[config.mk]
export PLATFORM = sky130hd
export DESIGN_NAME = clk_period_meter
export DESIGN_NICKNAME = d
export VERILOG_FILES = /design/src/rtl/clk_meter_pkg.sv /design/src/rtl/sync_edge_det.sv /design/src/rtl/clk_period_meter.sv
export SDC_FILE = /design/constraint.sdc
export NUM_CORES = 1
export LEC_CHECK = 0
export BUFFER_PORTS_ARGS = -buffer_cell sky130_fd_sc_hd__buf_2
export CAP_MARGIN = 30
export CORE_AREA = 2 2 82 84
export CTS_BUF_LIST = sky130_fd_sc_hd__clkbuf_4
export DETAILED_ROUTE_END_ITERATION = 10
export DIE_AREA = 0 0 84 86
export PLACE_DENSITY = 0.67
export SYNTH_ARGS = -nofsm -noshare
export SYNTH_HDL_FRONTEND = slang
export SYNTH_SLANG_ARGS = --single-unit
[constraint.sdc]
create_clock -name clk -period 2.05 [get_ports clk]
set_input_delay 0.41 -clock clk [delete_from_list [all_inputs] [get_ports clk]]
set_output_delay 0.41 -clock clk [all_outputs]
set_load 0.005 [all_outputs]
[src/rtl/clk_meter_pkg.sv]
// Shared types and constants for the clock period meter.
package clk_meter_pkg;

  typedef enum logic [1:0] {
    IDLE    = 2'd0,
    ARM     = 2'd1,
    MEASURE = 2'd2
  } meter_state_t;

  localparam int SYNC_STAGES_MIN = 2;
  localparam int SYNC_STAGES_MAX = 4;

  // Smallest counter width able to hold values up to timeout.
  function automatic int min_cnt_w(input int timeout);
    return (timeout < 2) ? 1 : $clog2(timeout + 1);
  endfunction

endpackage

[src/rtl/sync_edge_det.sv]
// Synchronizer for an asynchronous level plus rising/falling edge detection.
module sync_edge_det #(
  parameter int SYNC_STAGES = 2
) (
  input  logic clk,
  input  logic rst,
  input  logic d,
  output logic s,
  output logic rise,
  output logic fall
);

  logic [SYNC_STAGES-1:0] sync_q;
  logic                   s_d;

  always_ff @(posedge clk) begin
    if (rst) begin
      sync_q <= '0;
      s_d    <= 1'b0;
    end else begin
      sync_q <= {sync_q[SYNC_STAGES-2:0], d};
      s_d    <= sync_q[SYNC_STAGES-1];
    end
  end

  assign s    = sync_q[SYNC_STAGES-1];
  assign rise = s & ~s_d;
  assign fall = ~s & s_d;

endmodule

[src/rtl/clk_period_meter.sv]
// Measures period and high time of a slow asynchronous clock in clk cycles,
// with a sticky loss-of-clock flag.
//
// state   | meaning
// IDLE    | disabled, counters cleared
// ARM     | waiting for the first rising edge (no reference yet)
// MEASURE | counting from the last rising edge; each new edge reports
module clk_period_meter
  import clk_meter_pkg::*;
#(
  parameter int CNT_W       = 16,
  parameter int SYNC_STAGES = 2,
  parameter int TIMEOUT     = 16'hFFFF
) (
  input  logic             clk,
  input  logic             rst,
  input  logic             clk_in,
  input  logic             meas_en,
  output logic [CNT_W-1:0] period,
  output logic [CNT_W-1:0] high_time,
  output logic             meas_valid,
  output logic             no_clk
);

  generate
    if (SYNC_STAGES < SYNC_STAGES_MIN || SYNC_STAGES > SYNC_STAGES_MAX) begin : g_bad_sync
      $error("clk_period_meter: SYNC_STAGES out of range");
    end
    if (TIMEOUT < 4 || min_cnt_w(TIMEOUT) > CNT_W) begin : g_bad_timeout
      $error("clk_period_meter: TIMEOUT does not fit CNT_W or is below 4");
    end
  endgenerate

  localparam logic [CNT_W-1:0] TO_LAST = CNT_W'(TIMEOUT - 1);

  logic s;
  logic rise;
  logic fall_unused;

  sync_edge_det #(
    .SYNC_STAGES(SYNC_STAGES)
  ) u_sync (
    .clk  (clk),
    .rst  (rst),
    .d    (clk_in),
    .s    (s),
    .rise (rise),
    .fall (fall_unused)
  );

  meter_state_t     state;
  logic [CNT_W-1:0] cnt;
  logic [CNT_W-1:0] hi_cnt;

  always_ff @(posedge clk) begin
    if (rst) begin
      state      <= IDLE;
      cnt        <= '0;
      hi_cnt     <= '0;
      period     <= '0;
      high_time  <= '0;
      meas_valid <= 1'b0;
      no_clk     <= 1'b0;
    end else begin
      meas_valid <= 1'b0;
      if (!meas_en) begin
        state  <= IDLE;
        cnt    <= '0;
        hi_cnt <= '0;
      end else begin
        case (state)
          IDLE: begin
            state  <= ARM;
            cnt    <= '0;
            hi_cnt <= '0;
          end
          ARM: begin
            if (rise) begin
              state  <= MEASURE;
              cnt    <= CNT_W'(1);
              hi_cnt <= CNT_W'(1);
            end else if (cnt == TO_LAST) begin
              no_clk <= 1'b1;
              cnt    <= '0;
            end else begin
              cnt <= cnt + 1'b1;
            end
          end
          MEASURE: begin
            // A rise coinciding with the timeout compare is a valid period.
            if (rise) begin
              period     <= cnt;
              high_time  <= hi_cnt;
              meas_valid <= 1'b1;
              no_clk     <= 1'b0;
              cnt        <= CNT_W'(1);
              hi_cnt     <= CNT_W'(1);
            end else if (cnt == TO_LAST) begin
              state  <= ARM;
              no_clk <= 1'b1;
              cnt    <= '0;
              hi_cnt <= '0;
            end else begin
              cnt    <= cnt + 1'b1;
              hi_cnt <= hi_cnt + CNT_W'(s);
            end
          end
          default: begin
            state  <= IDLE;
            cnt    <= '0;
            hi_cnt <= '0;
          end
        endcase
      end
    end
  end

endmodule

[Word-level counts from Yosys, hierarchy flattened]
Index checks and enable logic that the tools add are counted.
Word-level totals
  bits in registers: 71
  input port bits: 4
  output and inout bits: 34
  logic and storage cells: 49
Operators by class
  add/sub/neg operators: 2
  eq/ne operators: 7
  multiplexer cells: 15
  bitwise gates (word level): 5
  reduce and logical (&&, ||, !) cells: 10
Operators with widths (number)
  $mux W16: 3
  $pmux W16 S2: 1
  $add A16 B1 Y16: 1
  $add A16 B1 Y16 const B: 1
  $eq A16 B16 Y1 const B: 1
  $reduce_and A3 Y1: 3
  $ne A2 B2 Y1 const B: 4
  $mux W1: 6
  $mux W2: 3
  $pmux W2 S3: 1
  $reduce_or A3 Y1: 2
  $reduce_or A5 Y1: 1
  $not A1 Y1: 4
  $reduce_or A2 Y1: 2
  $eq A2 B1 Y1 const B: 1
  $eq A2 B2 Y1 const B: 1
  $logic_not A2 Y1: 1
  $pmux W1 S2: 1
  $reduce_bool A2 Y1: 1
  $and A1 B1 Y1: 1

[Logic depth before layout (Yosys ltp)]
Gate-level depths: netlist of the first run.
  word-level depth: 4
  gate-level depth with buffers: 8
  gate-level depth less buffers: 6

[Hierarchy]
A second synthesis of the first run with hierarchy kept.
Unflattened totals
  cell total of the unflattened synthesis: 366
  area total of the unflattened synthesis: 2992.9 µm²
By module, submodules not included
  clk_period_meter: instances 1, cells each 358, area an instance 2901.5 µm², seq. area each 1361.3 µm²
  sync_edge_det: instances 1, cells each 8, area an instance 91.3 µm², seq. area each 60.1 µm²

[Worst setup path before layout of the first run]
Ideal clock, no wire load.
  path kind: reg-to-reg
  from: register state[1]
  to: register hi_cnt[15]
  setup time: 71 ps
  arrival: 1662 ps
  slack: 317 ps
  stages on the path, launching flop included: 8
  buffers on the path: 1
  period minus slack after synthesis: 1733 ps
  path through: dfxtp_1 > inv_1 > ha_1 > buf_6 > clkinv_1 > o21ai_0 > or4_1 > a21oi_1
Between the ends
  cells in the longest elaborated chain, start to end: 2
  elaborated cells between the ends (all ways): 4
RTL lines
  start: declaration: line clk_period_meter.sv:51  | meter_state_t state;
  start signal: assignment: line clk_period_meter.sv:57  | state <= IDLE;
  start signal: assignment: line clk_period_meter.sv:67  | state <= IDLE;
  start signal: assignment: line clk_period_meter.sv:73  | state <= ARM;
  $eq A2 B2 Y1 or $eq A2 B1 Y1 (tied branches): line clk_period_meter.sv:71  | case (state)
  $pmux W16 S2 or $ne A2 B2 Y1 (tied branches)
  end signal: assignment: line clk_period_meter.sv:105  | hi_cnt <= hi_cnt + CNT_W'(s);
  end: declaration: line clk_period_meter.sv:53  | logic [CNT_W-1:0] hi_cnt;
Parallel ways exist; a longest one is shown, timed or not.
A chain may end at the register's enable or synchronous reset.

[Worst setup path after layout of the first run]
  from: register cnt[5]
  to: register cnt[4]
Between the ends
  cells in the longest elaborated chain, start to end: 2
RTL lines
  start: declaration: line clk_period_meter.sv:52  | logic [CNT_W-1:0] cnt;
  start signal: assignment: line clk_period_meter.sv:86  | cnt <= cnt + 1'b1;
  start signal: assignment: line clk_period_meter.sv:104  | cnt <= cnt + 1'b1;
  $eq A16 B16 Y1: line clk_period_meter.sv:82, clk_period_meter.sv:98
  $reduce_or A5 Y1 (no line)
Every way passes these cells.

==> run metrics, run 1 <==
WL final 6670 um; Crit path buffers/inverters 1; Setup-failing EPs final 0; flip-flop and latch area 0.00142 mm2; Final Skew 0.0195 ns; Via density 5.34; Cell Pwr Density 725 mW/mm2; Die W 84 um; final period utilization 0.887; postcts setup bufs 0; post-route minimum period roughly 1.8 ns; vias in the first global route 2,437; IO Pins 38; CP Data Required Time approximately 2.4 ns; Max Freq 550 MHz; Worst Max-Slew Pin Slew 0.572 ns; Startpoint Class flop; final antenna-violating net count 0; CTS tree yes; PostCTS Resize Cnt 0; area of the multi-input gates 0.00152 mm2; RSZ-0062 raised after global routing no; Syn Inst Count roughly 360; clock latency on the worst-skew pair 0.43 ns; CTS root buf clkbuf_4; vias 2,632; leading area contributor after synthesis dfxtp_1; delay-heaviest family, CP simple AND/OR/NAND/NOR gates; Slew headroom 0.615; Max stage delay cell, worst path or4_4; CTS Hold Buffers Added 0; gr usage total 0.198; FP Rows 29; diodes inserted 0; Final Hold Viols 0; Final GP Congestion between 0.8 and 0.9; synthesis-to-layout area growth 14.2%; clk buf depth 2; Main synth FF type dfxtp_1; grt ovf 0; average wire per standard cell between 10 and 15 um; Post-Synthesis Net Count 376; Yosys cell types 42; global-route wire length before repair 11,500 um; total CTS buffers 9; Nets roughly 420; Leak 1.27 nW; post-synthesis sequential area ratio 0.460; Yosys top cell area share 0.460; Critical Path Stages 5; crit-path max FO 15; Synth Register Bits roughly 70; initial core utilization 0.493; critical path class flop to flop; Die Area about 0.0072 mm2; TNS Setup 0 ns; First-pass DRT Iterations 5; top cells by area, synth dfxtp_1, nand2_1, a21oi_1, xnor2_1, ha_1; number of flops mapped to enable cells by yosys 0; area of the mapped netlist 0.00309 mm2; DRC viols 0; total clock sinks about 70; initial antenna violation count 0; hold crit path type input pin to flop; Hold Path Depth 2; htree depth 3; Syn Area/Cell 8.50 um2; worst reg2reg path depth 5; core area ~0.0063 mm2; IO Port Bufs 37; crit-path cells nand4_4 > or4_4 > nand4_1 > buf_4 > nor2_1; Post-synth ARST share 0; CTS clk-pin slew, worst paths 0.13 ns; share of post-route cells with drive strength above 1 0.185; maximum vdd drop 500 uV; status finished clean; Max Slew Vio Count 0; CP peak stage delay 0.63 ns; max_cap viols 0; DR iter-0 viols ~100; Synth warnings 0; Post-DP HPWL 4640 um; FILL cells roughly 600; Die Height 86 um; critical path endpoint category flop; largest net degree at the start of global routing 37; critical path arrival between 2 and 2.5 ns; Hold WS 0.197 ns
-- cells in the final DEF, fill, tap and decap left out, types with 2 or more instances in the layout --
cell        count
o31ai_1         3
inv_1          10
and3_1          3
xor2_1          7
a31oi_1         3
o21ai_0         6
mux2i_1         2
clkinv_1        2
ha_1            8
xnor2_1        14
nor4_1          4
and4_1          4
nand2_1        77
or4_1           3
nand2b_1        5
buf_2          37
nor2_1         25
or3_1           2
or2_2           2
nand3_1        11
clkinvlp_4      2
dfxtp_1        71
nor3_1          5
a21oi_1        43
a211oi_1        5
nand4_1        12
buf_4          17
o22ai_1         2
clkbuf_4        9
nor2b_1         6
-- cell usage after synthesis, types with 6 or more instances --
library cell  count
xnor2_1          14
nor2_1           25
dfxtp_1          71
clkbuf_1         10
a21oi_1          43
nand4_1          12
nor2b_1           6
nand3_1          11
inv_1            10
xor2_1            7
o21ai_0           6
nand2_1          77
ha_1              8
-- final cells by class --
class                   count  share of cell area
clock buffers               9              0.0191
flip-flops and latches     71               0.402
clock inverters             7              0.0202
well taps                  77              0.0273
multi-input cells         264               0.431
repair buffers             54              0.0885
inverters                  11              0.0117
-- report_power, final --
part           total [mW]  switching [mW]  internal [mW]
registers            1.41          0.0164           1.39
logic               0.244           0.159         0.0859
clock network       0.905           0.534          0.371
-- stage by stage --
step           setup WS, ns   util  total power, mW  cells  area (um2)
2_1_floorplan         0.317      -             1.61    364        3090
3_3_place_gp          0.274  0.541             1.68    477        3390
3_5_place_dp          0.243  0.541             1.69    477        3390
4_1_cts               0.223  0.563             2.58    493        3530
5_1_grt               0.106  0.563             2.68    493        3530
6_report              0.232  0.563             2.56    493        3530
-- cells by family after synthesis --
kind of cell / Yosys count / synth area share
compound gates: 68 / 0.131
flops: 71 / 0.460
xor+xnor: 21 / 0.0595
mux: 2 / 0.00647
fa+ha+maj: 8 / 0.0324
simple gates: 165 / 0.261
buf+inv: 29 / 0.0502
-- flip-flops by register name (all words and copies together) (netlist names) --
register       flops
cnt               16
hi_cnt            16
high_time         16
meas_valid         1
no_clk             1
period            16
state              2
u_sync.s_d         1
u_sync.sync_q      2
-- routing by layer --
layer	track usage	part of all wire	vias to the layer above
li1	-	-	1350
met1	0.274	0.49	1214
met2	0.297	0.44	60
met3	0.0549	0.058	8
met4	0.0704	0.013	0
met5	0	0	-
-- final timing paths --
kind	slack (ns)	startpoint	endpoint
max	0.23	cnt[5]	cnt[4]
min	0.20	clk_in	u_sync.sync_q[0]
max reg2reg	0.23	cnt[5]	cnt[4]
min reg2reg	0.46	high_time[7]	high_time[7]
-- worst reg2reg max path: stages, from the launching register on --
cell	delay, ns
dfxtp_1	0.48
nand4_4	0.17
or4_4	0.63
nand4_1	0.14
buf_4	0.22
nor2_1	0.07
(Power assumes the default switching activity.)
==> run 2, diff against run 1 <==
--- a/config.mk
+++ b/config.mk
@@ -5,13 +5,14 @@
 export SDC_FILE = /design/constraint.sdc
 export NUM_CORES = 1
 export LEC_CHECK = 0
+export ABC_AREA = 1
 export BUFFER_PORTS_ARGS = -buffer_cell sky130_fd_sc_hd__buf_2
 export CAP_MARGIN = 30
-export CORE_AREA = 2 2 82 84
+export CORE_AREA = 2 2 85 87
 export CTS_BUF_LIST = sky130_fd_sc_hd__clkbuf_4
 export DETAILED_ROUTE_END_ITERATION = 10
-export DIE_AREA = 0 0 84 86
-export PLACE_DENSITY = 0.67
+export DIE_AREA = 0 0 87 89
+export PLACE_DENSITY = 0.66
 export SYNTH_ARGS = -nofsm -noshare
 export SYNTH_HDL_FRONTEND = slang
 export SYNTH_SLANG_ARGS = --single-unit
==> run metrics, run 2 <==
status finished clean; placed inst area around 0.0036 mm2; Syn Area/Cell 7.08 um2; Die Area 0.00774 mm2; worst r2r src state[0]; Synth warnings 0; FP Rows 30; max_cap viols 0; DP Cell Count 576; delay-heaviest family, CP buffers and inverters; largest net degree at the start of global routing 23; area of the mapped netlist approximately 0.0033 mm2; Setup-failing EPs final 0; total CTS buffers 9; final period utilization 0.856; Post-synth ARST share 0; Net Switching 587 uW; Hold Path End u_sync.sync_q[0]; diodes inserted 0; Via density 5.14; commonest non-fill, non-tap cell in the layout nand2_1; design internal power 1.92 mW; core area approximately 0.0067 mm2; Cell Pwr Density 668 mW/mm2; worst reg2reg path depth 8; CTS tree yes; Flop pwr share 0.555; RSZ-0062 raised after global routing no; Layout Cells excl Fill 592; critical path arrival around 2.1 ns; area of the multi-input gates 0.00164 mm2; terminus of the critical flop-to-flop path period[13]; CTS Hold Buffers Added 0; CTS clk-pin slew, worst paths 0.11 ns; CP Data Required Time 2.41 ns; Crit path buffers/inverters 3; vias 3,040; CTS root buf clkbuf_4; commonest non-fill, non-tap cells in the layout nand2_1, nor2_1, dfxtp_1; total clock sinks 71; initial core utilization 0.493; vias in the first global route 2,814; maximum vdd drop 288 uV; most common cell in the synthesized netlist nand2_1; Reg2Reg Setup Slack just under 0.3 ns; Die W 87 um; DR iter-0 viols 125; crit-path cells inv_1 > ha_1 > nand2_1 > inv_2 > nand2_1 > buf_4 > nand2_1 > a21oi_1; Max Freq 570 MHz; FILL cells 671; Nets 519; clk buf depth 2; CP peak stage delay 0.39 ns; number of flops mapped to enable cells by yosys 0; Final Hold Viols 0; design area 0.00375 mm2; final antenna-violating net count 0; Top cell by count, worst path nand2_1; Clock Power Share 0.400; Worst Max-Slew Pin Slew 0.370 ns; Startpoint Class flop; synthesis-to-layout area growth 13.1%; Synth Register Bits 71; Max Slew Vio Count 0; initial antenna violation count 0; Yosys cell types 30; critical path endpoint category flop; Final GP Congestion slightly below 0.9; First-pass DRT Iterations 4; Slew headroom 0.753; gr usage total 0.210; crit-path max FO 22; Main synth FF type dfxtp_1; top cells by area, synth dfxtp_1, nand2_1, nand3_1, nor2_1, a21oi_1; post-synthesis sequential area ratio 0.429; Max stage delay cell, worst path dfxtp_1; Die Height 89 um; Worst Hold Launch clk_in; clock latency on the worst-skew pair 0.43 ns; Post-Synthesis Net Count 480; Gate power share 0.045; Hold Path Depth 3; WL final between 7000 and 8000 um; global-route wire length before repair 12,700 um; hold crit path type input pin to flop; IO Port Bufs 37; DRC viols 0; Yosys top cell area share 0.429; post-route minimum period between 1.5 and 2 ns; Final Util 0.558; Final Skew 0.0179 ns; Hold WS 0.186 ns; postcts setup bufs 0; IO Pins 38; share of post-route cells with drive strength above 1 0.158; leading area contributor after synthesis dfxtp_1; htree depth 3; critical path class flop to flop; Post-synth top cells nand2_1, dfxtp_1, nor2_1; Net Sw Frac 0.234; Leak 1.41 nW; Syn Inst Count 468; PostCTS Resize Cnt 0; average wire per standard cell around 13 um; Post-DP HPWL 5540 um; TNS Setup 0 ns; grt ovf 0; flip-flop and latch area 0.00142 mm2
run 2: worst reg2reg max path, stage by stage, from the launching register on:
cell     delay (ns)
dfxtp_1        0.39
inv_1          0.09
ha_1           0.28
nand2_1        0.20
inv_2          0.15
nand2_1        0.11
buf_4          0.25
nand2_1        0.09
a21oi_1        0.14
run 2: how the worst max path moves through the flow:
stage / start / to / slack, ns / depth (start not counted)
2_1_floorplan: state[0] / cnt[3] / 0.51 / 7
3_3_place_gp: state[0] / cnt[8] / 0.39 / 7
3_5_place_dp: state[0] / period[13] / 0.27 / 8
4_1_cts: state[0] / period[13] / 0.27 / 8
5_1_grt: state[0] / period[13] / 0.09 / 8
6_report: state[0] / period[13] / 0.29 / 8
run 2: through the flow:
step / setup WS, ns / power (mW)
final: 0.294 / 2.50
after global routing: 0.0861 / 2.61
after CTS: 0.266 / 2.53
after detailed placement: 0.268 / 1.53
after global placement: 0.393 / 1.53
after floorplan: 0.512 / 1.50
run 2: final cells by class:
class | count | share of cell area
multi-input combinational | 334 | 0.439
sequential | 71 | 0.379
timing repair buffer | 43 | 0.0648
inverter | 48 | 0.0481
tap | 80 | 0.0267
clock inverter | 6 | 0.0227
clock buffer | 10 | 0.0200
run 2: power by group through the flow:
stage / Combinational (mW) / Sequential [mW] / Clock, mW
floorplan: 0.0837 / 1.42 / 0
global placement: 0.111 / 1.42 / 0
detailed placement: 0.112 / 1.42 / 0
CTS: 0.113 / 1.39 / 1.02
global route: 0.126 / 1.39 / 1.09
finish: 0.113 / 1.39 / 1.00
run 2: cell families after synthesis:
| family | after synthesis | synth area share |
|---|---|---|
| flops | 71 | 0.429 |
| fa+ha+maj | 8 | 0.0302 |
| compound gates | 62 | 0.0985 |
| simple gates | 258 | 0.351 |
| buf+inv | 63 | 0.0751 |
| xor+xnor | 6 | 0.0159 |
run 2: per-layer routing:
metal,track usage,vias to the layer above,wire length [um]
met2,0.378,37,3880
met4,0.0881,0,109
met1,0.243,1395,3360
met5,0,-,0
met3,0.0416,10,181
li1,-,1598,-
==> run 3, diff against run 2 <==
--- a/config.mk
+++ b/config.mk
@@ -12,6 +12,7 @@
 export CTS_BUF_LIST = sky130_fd_sc_hd__clkbuf_4
 export DETAILED_ROUTE_END_ITERATION = 10
 export DIE_AREA = 0 0 87 89
+export GPL_TIMING_DRIVEN = 0
 export PLACE_DENSITY = 0.66
 export SYNTH_ARGS = -nofsm -noshare
 export SYNTH_HDL_FRONTEND = slang
==> run metrics, run 3 (synthesized netlist as in run 2, its figures left out) <==
initial antenna violation count 0; CP peak stage delay 0.40 ns; crit-path max FO 10; max_cap viols 0; Hold Path End u_sync.sync_q[0]; CTS tree yes; CTS clk-pin slew, worst paths 0.12 ns; delay-heaviest family, CP simple AND/OR/NAND/NOR gates; gr usage total 0.207; critical path arrival around 2.2 ns; Die W slightly below 90 um; worst r2r src state[0]; DR iter-0 viols 118; Worst Max-Slew Pin Slew about 0.50 ns; status finished clean; critical path endpoint category flop; largest net degree at the start of global routing 13; TNS Setup 0 ns; design internal power 2.04 mW; Cell Pwr Density 696 mW/mm2; Nets 527; initial core utilization 0.493; Slew headroom 0.667; post-route minimum period 1.82 ns; Leak about 1.4 nW; RSZ-0062 raised after global routing no; Design Power 2.63 mW; vias 3,062; final antenna-violating net count 0; CTS Hold Buffers Added 0; synthesis-to-layout area growth 14.0%; Layout Cells excl Fill 600; Reg2Reg Setup Slack 0.23 ns; First-pass DRT Iterations 4; Via density slightly above 5; Net Sw Frac 0.222; postcts setup bufs 0; Gate power share 0.044; DP Cell Count between 500 and 600; share of post-route cells with drive strength above 1 0.158; htree depth 3; Final Util 0.562; Worst Hold Launch clk_in; Die Height about 89 um; PostCTS Resize Cnt 0; commonest non-fill, non-tap cell in the layout nand2_1; IO Port Bufs 36; Flop pwr share 0.529; WL final 7450 um; average wire per standard cell 12.4 um; Top cell by count, worst path nand2_1; Hold Path Depth 3; diodes inserted 0; Final Skew ~0.011 ns; FP Rows 30; total CTS buffers 9; clock latency on the worst-skew pair 0.42 ns; Net Switching 584 uW; FILL cells 705; core area 0.00672 mm2; commonest non-fill, non-tap cells in the layout nand2_1, nor2_1, dfxtp_1; Clock Power Share 0.427; Max Slew Vio Count 0; maximum vdd drop 419 uV; Setup-failing EPs final 0; area of the multi-input gates roughly 0.0016 mm2; worst reg2reg path depth 8; Die Area 0.00774 mm2; Max stage delay cell, worst path dfxtp_1; Crit path buffers/inverters 3; total clock sinks 71; flip-flop and latch area 0.00142 mm2; Final GP Congestion 0.854; critical path class flop to flop; global-route wire length before repair 12,400 um; crit-path cells inv_1 > ha_1 > nand2_1 > inv_2 > nand2_1 > buf_2 > nand2_1 > a21oi_1; Max Freq 550 MHz; hold crit path type input pin to flop; Final Hold Viols 0; terminus of the critical flop-to-flop path period[15]; Post-DP HPWL 5680 um; grt ovf 0; DRC viols 0; clk buf depth 2; CP Data Required Time 2.39 ns; vias in the first global route approximately 2,800; IO Pins 38; final period utilization 0.886; CTS root buf clkbuf_4; Startpoint Class flop
-- run 3: how the worst max path moves through the flow --
stage | startpoint | end | cells after the start
floorplan | state[0] | cnt[3] | 7
global placement | state[0] | cnt[3] | 7
detailed placement | state[0] | period[15] | 8
CTS | state[0] | period[15] | 8
global route | state[0] | period[15] | 8
finish | state[0] | period[15] | 8
-- run 3: area by class of cell --
cell class              instances  area share
multi-input cells             334       0.435
clock inverters                 6      0.0285
clock buffers                  10      0.0199
plain buffers                  15      0.0182
inverters                      48      0.0477
repair buffers                 36      0.0477
flip-flops and latches         71       0.376
well taps                      80      0.0265
-- run 3: power groups by stage --
stage               combinational [mW]  sequential (mW)  clock [mW]
floorplan                       0.0837             1.42           0
global placement                 0.114             1.42           0
detailed placement               0.116             1.42           0
CTS                              0.117             1.39        1.15
global route                     0.130             1.39        1.21
finish                           0.116             1.39        1.12
-- run 3: routing by layer --
| metal | up-vias | global-route usage | wire length [um] |
|---|---|---|---|
| met1 | 1404 | 0.234 | 3340 |
| met2 | 42 | 0.378 | 3810 |
| li1 | 1608 | - | - |
| met3 | 8 | 0.0360 | 205 |
| met4 | 0 | 0.0952 | 97 |
| met5 | - | 0 | 0 |
-- run 3: tightest hold or removal path: stages --
cell and delay [ns]:
buf_2 0.10, inv_1 0.04, nor2_1 0.03
-- run 3: metrics by stage --
step | setup WS (ns) | hold WS (ns) | instance area, um2
6_report | 0.233 | 0.183 | 3780
5_1_grt | 0.0187 | 0.180 | 3780
4_1_cts | 0.211 | 0.166 | 3780
3_5_place_dp | 0.254 | 0.400 | 3590
3_3_place_gp | 0.323 | 0.394 | 3590
2_1_floorplan | 0.512 | 0.388 | 3310
